### config.mk
export PLATFORM = sky130hd
export DESIGN_NAME = serial_sub_ctrl
export DESIGN_NICKNAME = d
export VERILOG_FILES = /design/src/rtl/serial_sub_ctrl.sv
export SDC_FILE = /design/constraint.sdc
export NUM_CORES = 1
export LEC_CHECK = 0
export CAP_MARGIN = 20
export CORE_MARGIN = 4
export CORE_UTILIZATION = 40
export DETAILED_ROUTE_END_ITERATION = 10
export MAX_ROUTING_LAYER = met4
export PLACE_DENSITY = 0.67
export REMOVE_ABC_BUFFERS = 1
export SLEW_MARGIN = 20
export SYNTH_ARGS = -nofsm -noshare
export SYNTH_HDL_FRONTEND = slang
export SYNTH_SLANG_ARGS = --single-unit
### constraint.sdc
create_clock -name clk -period 1.5 [get_ports clk]
set_input_delay 0.3 -clock clk [delete_from_list [all_inputs] [get_ports clk]]
set_output_delay 0.3 -clock clk [all_outputs]
set_load 0.02 [all_outputs]
### src/rtl/serial_sub_ctrl.sv
// Bit-serial WIDTH-bit subtractor controller: one full-subtractor cell reused LSB first.
// Define SERIAL_SUB_OVF_EN to add the registered two's-complement overflow output ovf.
module serial_sub_ctrl #(
  parameter int WIDTH = 8
) (
  input  logic             clk,
  input  logic             rst_n,
  input  logic             start,
  input  logic [WIDTH-1:0] a,
  input  logic [WIDTH-1:0] b,
  input  logic             bin,
  output logic             busy,
  output logic             done,
  output logic [WIDTH-1:0] diff,
  output logic             borr
`ifdef SERIAL_SUB_OVF_EN
  ,
  output logic             ovf
`endif
);

  localparam int CW = (WIDTH > 1) ? $clog2(WIDTH) : 1;
  localparam logic [CW-1:0] LAST_BIT = CW'(WIDTH - 1);

  typedef enum logic [1:0] {
    IDLE = 2'd0,
    RUN  = 2'd1,
    DONE = 2'd2
  } state_t;

  // Returns {difference, borrow_out} of a 1-bit full subtractor.
  function automatic logic [1:0] fsub(input logic ai, input logic bi, input logic ci);
    fsub = {ai ^ bi ^ ci, (~ai & (bi ^ ci)) | (bi & ci)};
  endfunction

  state_t           state_r;
  logic [WIDTH-1:0] a_r;
  logic [WIDTH-1:0] b_r;
  logic [WIDTH-1:0] res_r;
  logic             c_r;
  logic [CW-1:0]    cnt_r;
  logic [1:0]       fs_s;
  logic             d_s;
  logic             c_nxt_s;

  assign fs_s    = fsub(a_r[0], b_r[0], c_r);
  assign d_s     = fs_s[1];
  assign c_nxt_s = fs_s[0];

  // Control FSM, serial datapath and registered outputs.
  always_ff @(posedge clk or negedge rst_n) begin
    if (!rst_n) begin
      state_r <= IDLE;
      a_r     <= '0;
      b_r     <= '0;
      res_r   <= '0;
      c_r     <= 1'b0;
      cnt_r   <= '0;
      busy    <= 1'b0;
      done    <= 1'b0;
      diff    <= '0;
      borr    <= 1'b0;
`ifdef SERIAL_SUB_OVF_EN
      ovf     <= 1'b0;
`endif
    end else begin
      case (state_r)
        RUN: begin
          a_r   <= {1'b0, a_r[WIDTH-1:1]};
          b_r   <= {1'b0, b_r[WIDTH-1:1]};
          res_r <= {d_s, res_r[WIDTH-1:1]};
          c_r   <= c_nxt_s;
          if (cnt_r == LAST_BIT) begin
            // Operand LSBs now hold the original sign bits.
            diff    <= {d_s, res_r[WIDTH-1:1]};
            borr    <= c_nxt_s;
`ifdef SERIAL_SUB_OVF_EN
            ovf     <= (a_r[0] != b_r[0]) && (d_s != a_r[0]);
`endif
            busy    <= 1'b0;
            done    <= 1'b1;
            state_r <= DONE;
          end else begin
            cnt_r <= cnt_r + CW'(1);
          end
        end
        IDLE, DONE: begin
          done <= 1'b0;
          if (start) begin
            a_r     <= a;
            b_r     <= b;
            c_r     <= bin;
            res_r   <= '0;
            cnt_r   <= '0;
            busy    <= 1'b1;
            state_r <= RUN;
          end else begin
            busy    <= 1'b0;
            state_r <= IDLE;
          end
        end
        default: begin
          busy    <= 1'b0;
          done    <= 1'b0;
          state_r <= IDLE;
        end
      endcase
    end
  end

endmodule

==> summary.txt <==
post-route total power - 4.329 mW
DRT Wirelength - 3.715 mm
Synth cell types - 26
Worst EP required - 1680 ps
Root Driver - clkbuf_8
Inst Count DP - 247
CTS tree - yes
first-pass GRT wire length - 6.589 mm
Clock Path Buffers - 2
largest net degree at the start of global routing - 25
minimum clock period - 1460 ps
I/O pins - 31
Worst Skew - 7.040 ps
port bufs - 30
die width - 79.34 microns
Arr. time, crit path - 1640 ps
total iterations of the first detailed-routing run - 2
Worst Reg-to-Reg Cells - 5
Starting Density - 42.26%
area leader, netlist - dfrtp_1
worst r2r src - cnt_r[1]
CP max-delay cell - dfrtp_1
Final Max Slew Viols - 0
final hold violations - 0
wire per inst - 14.34 microns
cells along the critical path - ha_2, ha_4, buf_4, o211a_1, a311o_1
R2R Setup Slk - 40 ps
DRC violations left - 0
Clk Latency, worst-skew pair - 290 ps
fin crit share - 97.35%
Slew headroom - 71.05%
Synth area leaders - dfrtp_1 48%, mux2i_1 28%, mux2_4 5.9%
status - finished clean
worst-margin pin slew - 434.2 ps
clock-pin transition on the worst setup and hold timing paths - 80 ps
Synth Register Bits - 39
Critical Path Max Stage Delay - 390 ps
Tot GR Track Use - 13.54%
critical path type - flip-flop to flip-flop
Mapped Cells - 151
post-synth top area share - 47.94%
cts bufs inserted - 5
Tightest Hold Check Type - input pin to async pin
Max-cap violations - 0
HPWL after detailed placement - 2.632 mm
Finish-stage setup viols - 0
Die Area - 6295 sq um
die height - 79.34 microns
PD cells - 1689 nW/um^2
# rows - 25
Seq/Total Area, Yosys - 47.94%
Synth Warn # - 0
crit start category - flip-flop
area delta synth->final - 25.94%
CP Max Fanout - 4
largest family of logic cells by synthesized area - multiplexers
Synth Area in Simple Gates - 5.347%
number of nets with antenna violations after routing - 0
final std cells w/o fill - 259
Antenna Cells - 0
via-per-instance ratio - 5.108
initial antenna violation count - 0
Synth Area in Adders - 2.213%
Iteration-0 DRC Markers - 98
Post-Syn Area - 2036 sq um
number of clock sinks - 39
H-tree depth - 2
Pleak - 1.278 nW
VDD IR max - 0.7652 mV
worst r2r dst - cnt_r[1]
Peak Freq - 0.6848 GHz
syn avg cell area - 13.48 sq um
nets - 214
core area - 4817 sq um
post-synthesis xor/xnor area fraction - 0%
total gr overflow - 0
unrepaired setup endpoints after global routing - yes
CP Capture Type - flip-flop
ratio of cells with drive above 1 in the final layout - 17.71%
final setup TNS - 0 ps
post-synthesis mux area share - 35.10%
Final Wtd Congestion - 0.7098
total number of vias - 1,323
Compound-Gate Fraction of Synth Area - 4.241%
number of global-route vias before repair - 1,358
[cells in the final DEF (no fill, tap or decap), types with 2 or more instances in the layout]
cell	instances
clkbuf_8	5
dfrtp_1	39
dlygate4sd2_1	11
nor2_1	3
o21ai_0	2
a311o_1	2
inv_1	3
nor3b_1	3
clkdlybuf4s50_1	18
clkinv_2	3
buf_12	4
o211a_1	2
mux2_4	8
mux2_2	2
nand3_1	2
a22o_1	2
nand2b_1	7
mux2i_1	56
buf_4	9
[per-layer routing]
layer	share of wire (%)	track usage (%)	vias up
li1	-	-	626
met1	46	17.28	664
met2	48	20.88	28
met3	5.2	4.195	5
met4	1.0	3.780	0
met5	0	-	-
[power breakdown]
part	internal, mW	switching, mW
clock network	0.318	0.369
registers	1.47	0.315
logic	1.04	0.818
total	2.83	1.50
[synthesized netlist by cell type]
cell type   n
a311o_1     2
nand3b_1    1
mux2_2      2
mux2_4      8
a32o_1      1
nand2_1     1
nor3b_1     3
a22o_1      2
o211a_1     2
nand2b_1    7
nor2_1      3
buf_2       3
buf_6       3
clkbuf_4    1
o21ai_0     2
o221ai_1    1
buf_4       3
or4b_1      1
fa_1        1
mux2i_1    56
dfrtp_1    39
ha_1        2
buf_8       1
nand3_1     2
inv_1       3
mux2_1      1
[how the worst max path moves through the flow]
stage,startpoint,endpoint
after detailed placement,start,c_r
after global placement,start,res_r[6]
after floorplan,busy,borr
final,cnt_r[1],cnt_r[1]
after global routing,cnt_r[1],cnt_r[1]
after CTS,cnt_r[0],cnt_r[1]
[registers in the layout, indices dropped and copies added (netlist names)]
signal and cells:
c_r 1, res_r 7, borr 1, state_r 1
b_r 8, busy 1, diff 8, cnt_r 3
done 1, a_r 8
[cells by family (layout without fill, tap and decap cells)]
family | count (synthesis) | count (layout)
DFF | 39 | 39
and+or+nand+nor | 18 | 18
AOI/OAI and AO/OA | 10 | 10
buffers and inverters | 14 | 55
adders and majority gates | 3 | 3
muxes | 67 | 67
[per-stage QoR]
stage | hold WS [ps] | area [sq um] | utilization (%) | setup WS (ps)
2_1_floorplan | 4.409 | 1942 | - | -946.7
3_3_place_gp | 251.4 | 2446 | 50.78 | -8.665
3_5_place_dp | 269.8 | 2446 | 50.78 | -61.38
4_1_cts | 489.7 | 2539 | 52.70 | 19.60
5_1_grt | 515.2 | 2564 | 53.22 | -16.78
6_report | 475.7 | 2564 | 53.22 | 39.72
[worst max-delay path: cells and delay by family (launching register included)]
family | cells | cell delay (ps)
adders and majority gates | 2 | 370
DFF | 1 | 390
AOI/OAI and AO/OA | 2 | 450
buffers and inverters | 1 | 140
[layout make-up]
type / instances / area [sq um]
Clock buffer: 5 / 68.82
Clock inverter: 3 / 15.01
Fill cell: 454 / 2253
Inverter: 3 / 11.26
Multi-Input combinational cell: 98 / 969.7
Sequential cell: 39 / 975.9
Tap cell: 67 / 83.83
Timing Repair Buffer: 44 / 439.2
[repair_timing]
item / CTS / global route
pin swaps: 0 / 1
buffers inserted: 1 / 2
hold buffers: 1 / 0
hold endpoints to repair: 17 / 0
resized for setup: 13 / 1
endpoints found under the setup margin: 21 / 10
(Power assumes the default switching activity.)
